### src/rtl/cpu_sequencer.sv
// -----------------------------------------------------------------------------
// cpu_sequencer
//
// Multi-cycle control sequencer for the 8-bit, 4-register CPU datapath.
// It owns the program counter, the instruction register and the immediate
// register. Each instruction is stepped through:
//
//     FETCH -> [FETCH_IMM] -> EXECUTE -> [MEM] -> [WRITEBACK]
//
// Register-file, data-memory and write-source controls are Moore outputs.
// They are decoded from the state and the opcode (ir[7:4]). They are
// registered by computing them from the next state, so each output is valid
// in the same cycle as the state it belongs to.
//
// Optional build macro:
//   SEQ_SINGLE_STEP_EN - adds the 'step' input. A retiring instruction parks
//                        in IDLE. IDLE only leaves when run and step are both
//                        high, so one instruction executes per step pulse.
//
// Ports:
//   clk          system clock, rising edge
//   rst_n        synchronous active-low reset
//   run          1 = execute, 0 = stop at the next instruction boundary
//   step         single-step pulse (only with SEQ_SINGLE_STEP_EN)
//   imem_data    instruction memory data at address pc (combinational)
//   alu_zero     ALU result is zero; sampled in EXECUTE
//   mem_ready    data memory has completed the current access
//   pc           program counter / instruction memory address
//   ir           latched instruction
//   imm          latched immediate / target byte
//   reg_addr_0   read register 0 (ir[1:0])
//   reg_addr_1   read register 1 (ir[3:2])
//   reg_addr_w   write register
//   reg_w_en     register file write strobe
//   mem_r_en     data memory read request
//   mem_w_en     data memory write request
//   sel_w_source write data source: 00 ALU, 01 memory, 10 link (pc)
//   busy         sequencer is not idle
//   retire_cnt   retired-instruction counter (wraps)
// -----------------------------------------------------------------------------
module cpu_sequencer #(
    parameter int unsigned CNT_W    = 16,
    parameter logic [7:0]  PC_RESET = 8'h00
) (
    input  logic             clk,
    input  logic             rst_n,
    input  logic             run,
`ifdef SEQ_SINGLE_STEP_EN
    input  logic             step,
`endif
    input  logic [7:0]       imem_data,
    input  logic             alu_zero,
    input  logic             mem_ready,
    output logic [7:0]       pc,
    output logic [7:0]       ir,
    output logic [7:0]       imm,
    output logic [1:0]       reg_addr_0,
    output logic [1:0]       reg_addr_1,
    output logic [1:0]       reg_addr_w,
    output logic             reg_w_en,
    output logic             mem_r_en,
    output logic             mem_w_en,
    output logic [1:0]       sel_w_source,
    output logic             busy,
    output logic [CNT_W-1:0] retire_cnt
);

    typedef enum logic [2:0] {
        S_IDLE      = 3'd0,
        S_FETCH     = 3'd1,
        S_FETCH_IMM = 3'd2,
        S_EXECUTE   = 3'd3,
        S_MEM       = 3'd4,
        S_WRITEBACK = 3'd5
    } state_t;

    localparam logic [3:0] OP_J   = 4'h8;
    localparam logic [3:0] OP_JAL = 4'h9;
    localparam logic [3:0] OP_LW  = 4'hA;
    localparam logic [3:0] OP_SW  = 4'hB;
    localparam logic [3:0] OP_BEQ = 4'hC;
    localparam logic [3:0] OP_BNE = 4'hD;

    // Where a retiring instruction goes, and what lets IDLE start again.
`ifdef SEQ_SINGLE_STEP_EN
    localparam state_t RETIRE_TO = S_IDLE;
    logic start_ok;
    assign start_ok = run & step;
`else
    localparam state_t RETIRE_TO = S_FETCH;
    logic start_ok;
    assign start_ok = run;
`endif

    state_t     state;
    state_t     state_next;
    logic [7:0] pc_next;
    logic [7:0] ir_next;
    logic [7:0] imm_next;
    logic       retire;
    logic [3:0] op;
    logic [3:0] op_next;

    assign op      = ir[7:4];
    assign op_next = ir_next[7:4];

    // Opcodes 8, 9, C, D, E and F carry a second byte.
    function automatic logic is_two_byte(input logic [3:0] o);
        return (o >= 4'h8) && (o != OP_LW) && (o != OP_SW);
    endfunction

    // Next-state and datapath-register update.
    always_comb begin
        state_next = state;
        pc_next    = pc;
        ir_next    = ir;
        imm_next   = imm;
        retire     = 1'b0;
        case (state)
            S_IDLE: begin
                if (start_ok) begin
                    state_next = S_FETCH;
                end
            end
            S_FETCH: begin
                // The stop request is honoured only here, at an instruction boundary.
                if (!run) begin
                    state_next = S_IDLE;
                end else begin
                    ir_next    = imem_data;
                    pc_next    = pc + 8'd1;
                    state_next = is_two_byte(imem_data[7:4]) ? S_FETCH_IMM : S_EXECUTE;
                end
            end
            S_FETCH_IMM: begin
                imm_next   = imem_data;
                pc_next    = pc + 8'd1;
                state_next = S_EXECUTE;
            end
            S_EXECUTE: begin
                case (op)
                    OP_J, OP_JAL: begin
                        pc_next = imm;
                        retire  = 1'b1;
                    end
                    OP_BEQ: begin
                        if (alu_zero) begin
                            pc_next = imm;
                        end
                        retire = 1'b1;
                    end
                    OP_BNE: begin
                        if (!alu_zero) begin
                            pc_next = imm;
                        end
                        retire = 1'b1;
                    end
                    OP_LW, OP_SW: state_next = S_MEM;
                    default:      state_next = S_WRITEBACK;
                endcase
            end
            S_MEM: begin
                // No timeout: the access is held until memory answers.
                if (mem_ready) begin
                    if (op == OP_LW) begin
                        state_next = S_WRITEBACK;
                    end else begin
                        retire = 1'b1;
                    end
                end
            end
            S_WRITEBACK: begin
                retire = 1'b1;
            end
            default: begin
                // Unused encodings 6 and 7 recover to IDLE.
                state_next = S_IDLE;
            end
        endcase
        if (retire) begin
            state_next = RETIRE_TO;
        end
    end

    // State, datapath registers and registered Moore strobes.
    always_ff @(posedge clk) begin
        if (!rst_n) begin
            state        <= S_IDLE;
            pc           <= PC_RESET;
            ir           <= 8'h00;
            imm          <= 8'h00;
            retire_cnt   <= '0;
            reg_w_en     <= 1'b0;
            mem_r_en     <= 1'b0;
            mem_w_en     <= 1'b0;
            sel_w_source <= 2'b00;
        end else begin
            state <= state_next;
            pc    <= pc_next;
            ir    <= ir_next;
            imm   <= imm_next;
            if (retire) begin
                retire_cnt <= retire_cnt + CNT_W'(1);
            end
            // Strobes are decoded from the state being entered so they line
            // up with that state without a combinational output path.
            reg_w_en <= (state_next == S_WRITEBACK) ||
                        ((state_next == S_EXECUTE) && (op_next == OP_JAL));
            mem_r_en <= (state_next == S_MEM) && (op_next == OP_LW);
            mem_w_en <= (state_next == S_MEM) && (op_next == OP_SW);
            if ((state_next == S_EXECUTE) && (op_next == OP_JAL)) begin
                sel_w_source <= 2'b10;
            end else if ((state_next == S_WRITEBACK) && (op_next == OP_LW)) begin
                sel_w_source <= 2'b01;
            end else begin
                sel_w_source <= 2'b00;
            end
        end
    end

    assign busy       = (state != S_IDLE);
    assign reg_addr_0 = ir[1:0];
    assign reg_addr_1 = ir[3:2];

    // Write register: fixed r0 for ops without a register result, r3 as link.
    always_comb begin
        reg_addr_w = ir[3:2];
        case (op)
            4'h1, 4'h2, 4'h4, 4'h5, OP_SW, OP_BEQ, OP_BNE: reg_addr_w = 2'b00;
            OP_JAL:                                        reg_addr_w = 2'b11;
            default:                                       reg_addr_w = ir[3:2];
        endcase
    end

endmodule

### config.mk
export PLATFORM = sky130hd
export DESIGN_NAME = cpu_sequencer
export DESIGN_NICKNAME = d
export VERILOG_FILES = /design/src/rtl/cpu_sequencer.sv
export SDC_FILE = /design/constraint.sdc
export NUM_CORES = 1
export LEC_CHECK = 0
export CAP_MARGIN = 5
export CORE_ASPECT_RATIO = 1.2
export CORE_UTILIZATION = 40
export DETAILED_ROUTE_END_ITERATION = 10
export PLACE_DENSITY_LB_ADDON = 0.05
export SYNTH_ARGS = -nofsm -noshare
export SYNTH_HDL_FRONTEND = slang
export SYNTH_SLANG_ARGS = --single-unit
### constraint.sdc
create_clock -name clk -period 3.4 [get_ports clk]
set_input_delay 0.34 -clock clk [delete_from_list [all_inputs] [get_ports clk]]
set_output_delay 0.34 -clock clk [all_outputs]
set_load 0.05 [all_outputs]
# Word-level counts from Yosys, hierarchy flattened
# Cells that the tools add are included.
# word_totals
ff_bits,48
inputBits,13
mem_bits_rw,0
latch_bits,0
n_memories,0
mem_bits_ro,0
output_inout_bits,52
word_cells,81
# classes
order_cmp,1
n_reduce_logical,17
div_mod_pow,0
mux,22
addsub,2
mul,0
n_eq_ne,27
bitwise_logic,1
n_shift,0
# op_table
operator,n
8-bit case mux with 3 select lines,2
8-bit 2-to-1 mux,5
4-bit equality test (second input constant),9
3-bit case mux with 6 select lines,1
16-bit by 1-bit adder with 16-bit output (second input constant),1
3-bit equality test (second input constant),4
3-bit 2-to-1 mux,4
3-bit by 2-bit equality test with 1-bit output (second input constant),3
8-bit by 1-bit adder with 8-bit output (second input constant),1
4-bit by 3-bit equality test with 1-bit output (second input constant),2
4-bit != test (second input constant),2
7-bit OR reduction,1
1-bit logical AND,6
3-bit != test (second input constant),2
3-bit case mux with 2 select lines,1
3-bit nonzero test,2
2-bit OR reduction,3
1-bit 2-to-1 mux,5
5-bit AND reduction,1
4-bit by 1-bit equality test with 1-bit output (second input constant),1
4-bit by 2-bit equality test with 1-bit output (second input constant),1
4-bit >= comparator (second input constant),1
2-bit 2-to-1 mux,2
4-bit by 3-bit != test with 1-bit output (second input constant),1
9 further kinds,9

# Depth between registers and ports, before layout
# logic_depth
word_depth,11
mapped_depth,7
ltp_nobuf,5

# Worst setup path before layout
# No wires, ideal clock.
# synth_path
path_kind,flip-flop to output port
from,register ir[5]
to,output port reg_addr_w[0]
t_required_ns,3.060
n_path_buf,1
path_slack_ns,1.530
arrival_time_ns,1.530
stages_incl_launch_ff,5
path_cell_list,dfxtp_1 buf_2 nand2b_1 a32o_1 a21o_1
# synth_between
elab_chain_len,3
word_cells_on_any_way,10
cone_classes,eq/ne: 8; mux: 1; reduce/logical: 1
# synth_rtl
element,line_no,text
"start, declared",55,"output logic [7:0] ir,"
"start signal, assigned",200,ir <= ir_next;
4-bit by 1-bit equality test with 1-bit output (tied with other cells),228,case (op)
7-bit OR reduction,228,
2-bit case mux with 2 select lines *,228,
"end, declared",59,"output logic [1:0] reg_addr_w,"
# Mark *: on every way between the ends. The rest lies on a longest branch, timed or not.

# Worst setup path in the final report
# layout_path
from,register state[0]
to,output port busy
# layout_between
elab_chain_len,1
# layout_rtl
element,line_no,text
"start, declared",95,state_t state;
"start signal, assigned",198,state <= state_next;
3-bit nonzero test,221,assign busy = (state != S_IDLE);
"end, declared",64,"output logic busy,"
# No other way between the ends.

==> flow_summary.ini <==
[synthesis]
synth_edf_count = 0
ys.warnings.count = 0
postSynthCellCount = 307
synth_area_per_cell_um2 = 8.32
synth_seq_area_share_pct = 37.6
async_flop_share_pct = 0
syn_nets = 322
syn_area_mm2 = 0.00255
ys_types = 55
synthFlopType = dfxtp_1
ys_ff_latch = 48

[final_layout]
n_antenna_cell = 0
final_cell_mix = clkdlybuf4s50_1 (64), nand2_1 (51), dfxtp_1 (48), a21oi_1 (29), mux2i_1 (16)
drive_above_1_share_pct = 5.03
nets = 372
final_core_util_pct = 54.0
final_common_cell = clkdlybuf4s50_1
area_growth_pct = 28.6

[sta]
slew_headroom_pct = 47.6
min_period_over_period_pct = 73.7
drv_slew = 0
worst_slew_pin_slew_ns = 0.781
rsz0062_at_grt = false
final.setup.tns_ns = 0
hold_viol_final = 0
hold_ws_ns = 0.477
skew_ns = 0.00432
fin_crit_ns = 2.51
max_freq_mhz = 399
setup_viol = 0

[setup_path]
worstPathArrival_ns = 2.17
crit_type = register to output port
crit_path_max_fanout = 21
cp.required_ns = 3.06
endpoint_kind = output port
startpoint_type = register

[cts]
clock_path_buffers = 2
cts_sinks = 48
post_cts_resize_count = 0
cts_setup_buffers = 0
cts_tree = built
path_clk_slew_ns = 0.09
cts_root_buffer = clkbuf_8
clkLatencyLatePin_ns = 0.31
cts_buffers = 5
holdBufCountCts = 0
htreeDepth = 2

[power_and_ir_drop]
power.switching_w = 0.000326
p_per_area_mw_per_mm2 = 359
p_sw_share_pct = 27.6
ir_drop_mv = 0.184
leakage_nw = 1.13
power.clock.fraction_pct = 35.2
p_comb_share_pct = 14.5
pwr-share-seq_pct = 50.3
p_int_w = 0.000855

[drt]
antenna_left = 0
vias_per_cell = 5.37
drtIter0Drc = 85
vias = 2361
drt_pass1_iterations = 4
drt-total-wl_um = 6650
wire_per_inst_um = 15.1
drc_errors = 0

[floorplanning]
die_w_um = 75.0
die_area_mm2 = 0.00671
start_util_pct = 42.0
die_h_um = 89.6
rows = 31
core_area_mm2 = 0.00609
pin_count = 65

[place]
hpwl_um = 4700
gp_congestion = 0.833
port_buffers = 64

[global_routing]
gr-total-overflow = 0
grt_pass1_wl_um = 10300
grtUsageTotal_pct = 20.5
grt_pass1_vias = 2144
grt_start_max_net_pins = 41
antenna_found_initial = 0

[hold_path]
min_path_type = register to register

[status]
status = completed

[job]
drv_cap = 0
==> final cells by class <==
| cell class | count | area (µm²) |
|---|---|---|
| fillers | 622 | 2800 |
| inverters | 6 | 22.5 |
| well taps | 82 | 103 |
| flip-flops and latches | 48 | 961 |
| repair buffers | 65 | 648 |
| clock buffers | 6 | 72.6 |
| clock inverters | 2 | 35.0 |
| multi-input cells | 231 | 1440 |
==> logic make-up after synthesis <==
family                     synth area share [%]
and+or+nand+nor                            27.0
AOI/OAI and AO/OA                          21.0
DFF                                        37.6
buffers and inverters                      5.88
muxes                                      7.15
adders and majority gates                 0.979
xor gates and xnor gates                  0.343
==> synthesized netlist by cell type (all sizes together), types with 3 or more instances <==
library cell	number	share of area [%]
inv	5	0.73
nor4	3	0.73
and3	6	1.5
o32ai	5	1.7
a21oi	29	5.7
nand2	51	7.5
clkbuf	8	1.2
and4	3	1.0
nor2b	3	0.73
nand3	10	2.0
nor3	6	1.2
dfxtp	48	38
nand2b	15	3.7
nor2	12	1.9
a211oi	9	2.6
mux2i	16	6.3
o21ai	14	2.9
and2	4	0.98
a21boi	3	0.88
a21o	4	1.5
nand4	5	1.2
nand3b	3	1.0
buf	14	3.8
==> layer usage <==
metal	track usage, %	up-vias	share of wire, %
li1	-	1203	-
met2	37.6	53	52
met3	4.40	7	4.2
met1	23.1	1098	43
met4	7.20	0	1.2
met5	0	-	0
==> critical path, stage by stage, from the launching register on <==
cell	delay (ns)
dfxtp_1	0.80
inv_2	0.14
nand2_1	0.11
clkdlybuf4s50_1	0.80
==> metrics by stage <==
stage                     area (µm²)  instances  total power (W)  setup WS, ns
after floorplan                 2550        307         0.000719          1.53
after global placement          3180        432         0.000777          1.20
after detailed placement        3180        432         0.000779          1.14
after CTS                       3290        440          0.00119         0.882
after global routing            3290        440          0.00123         0.761
final                           3290        440          0.00118         0.893
==> power by group through the flow <==
stage,logic [W],clock network (W),registers [W]
2_1_floorplan,0.0000912,0,0.000628
3_3_place_gp,0.000171,0,0.000607
3_5_place_dp,0.000172,0,0.000607
4_1_cts,0.000172,0.000427,0.000594
5_1_grt,0.000185,0.000452,0.000597
6_report,0.000171,0.000416,0.000594
==> state kept, by name, indices dropped and copies added, names as in the netlist <==
register / flops
imm: 8
pc: 8
mem_w_en: 1
mem_r_en: 1
state: 3
sel_w_source: 2
reg_w_en: 1
retire_cnt: 16
ir: 8
==> worst paths after layout <==
check / endpoint / cells past startpoint / slack [ns] / from
setup / recovery: busy / 3 / 0.89 / state[0]
hold / removal: retire_cnt[15] / 2 / 0.48 / retire_cnt[15]
hold reg to reg: retire_cnt[15] / 2 / 0.48 / retire_cnt[15]
setup reg to reg: pc[1] / 4 / 1.13 / state[0]
No activity file was read; power rests on OpenSTA's default activity.
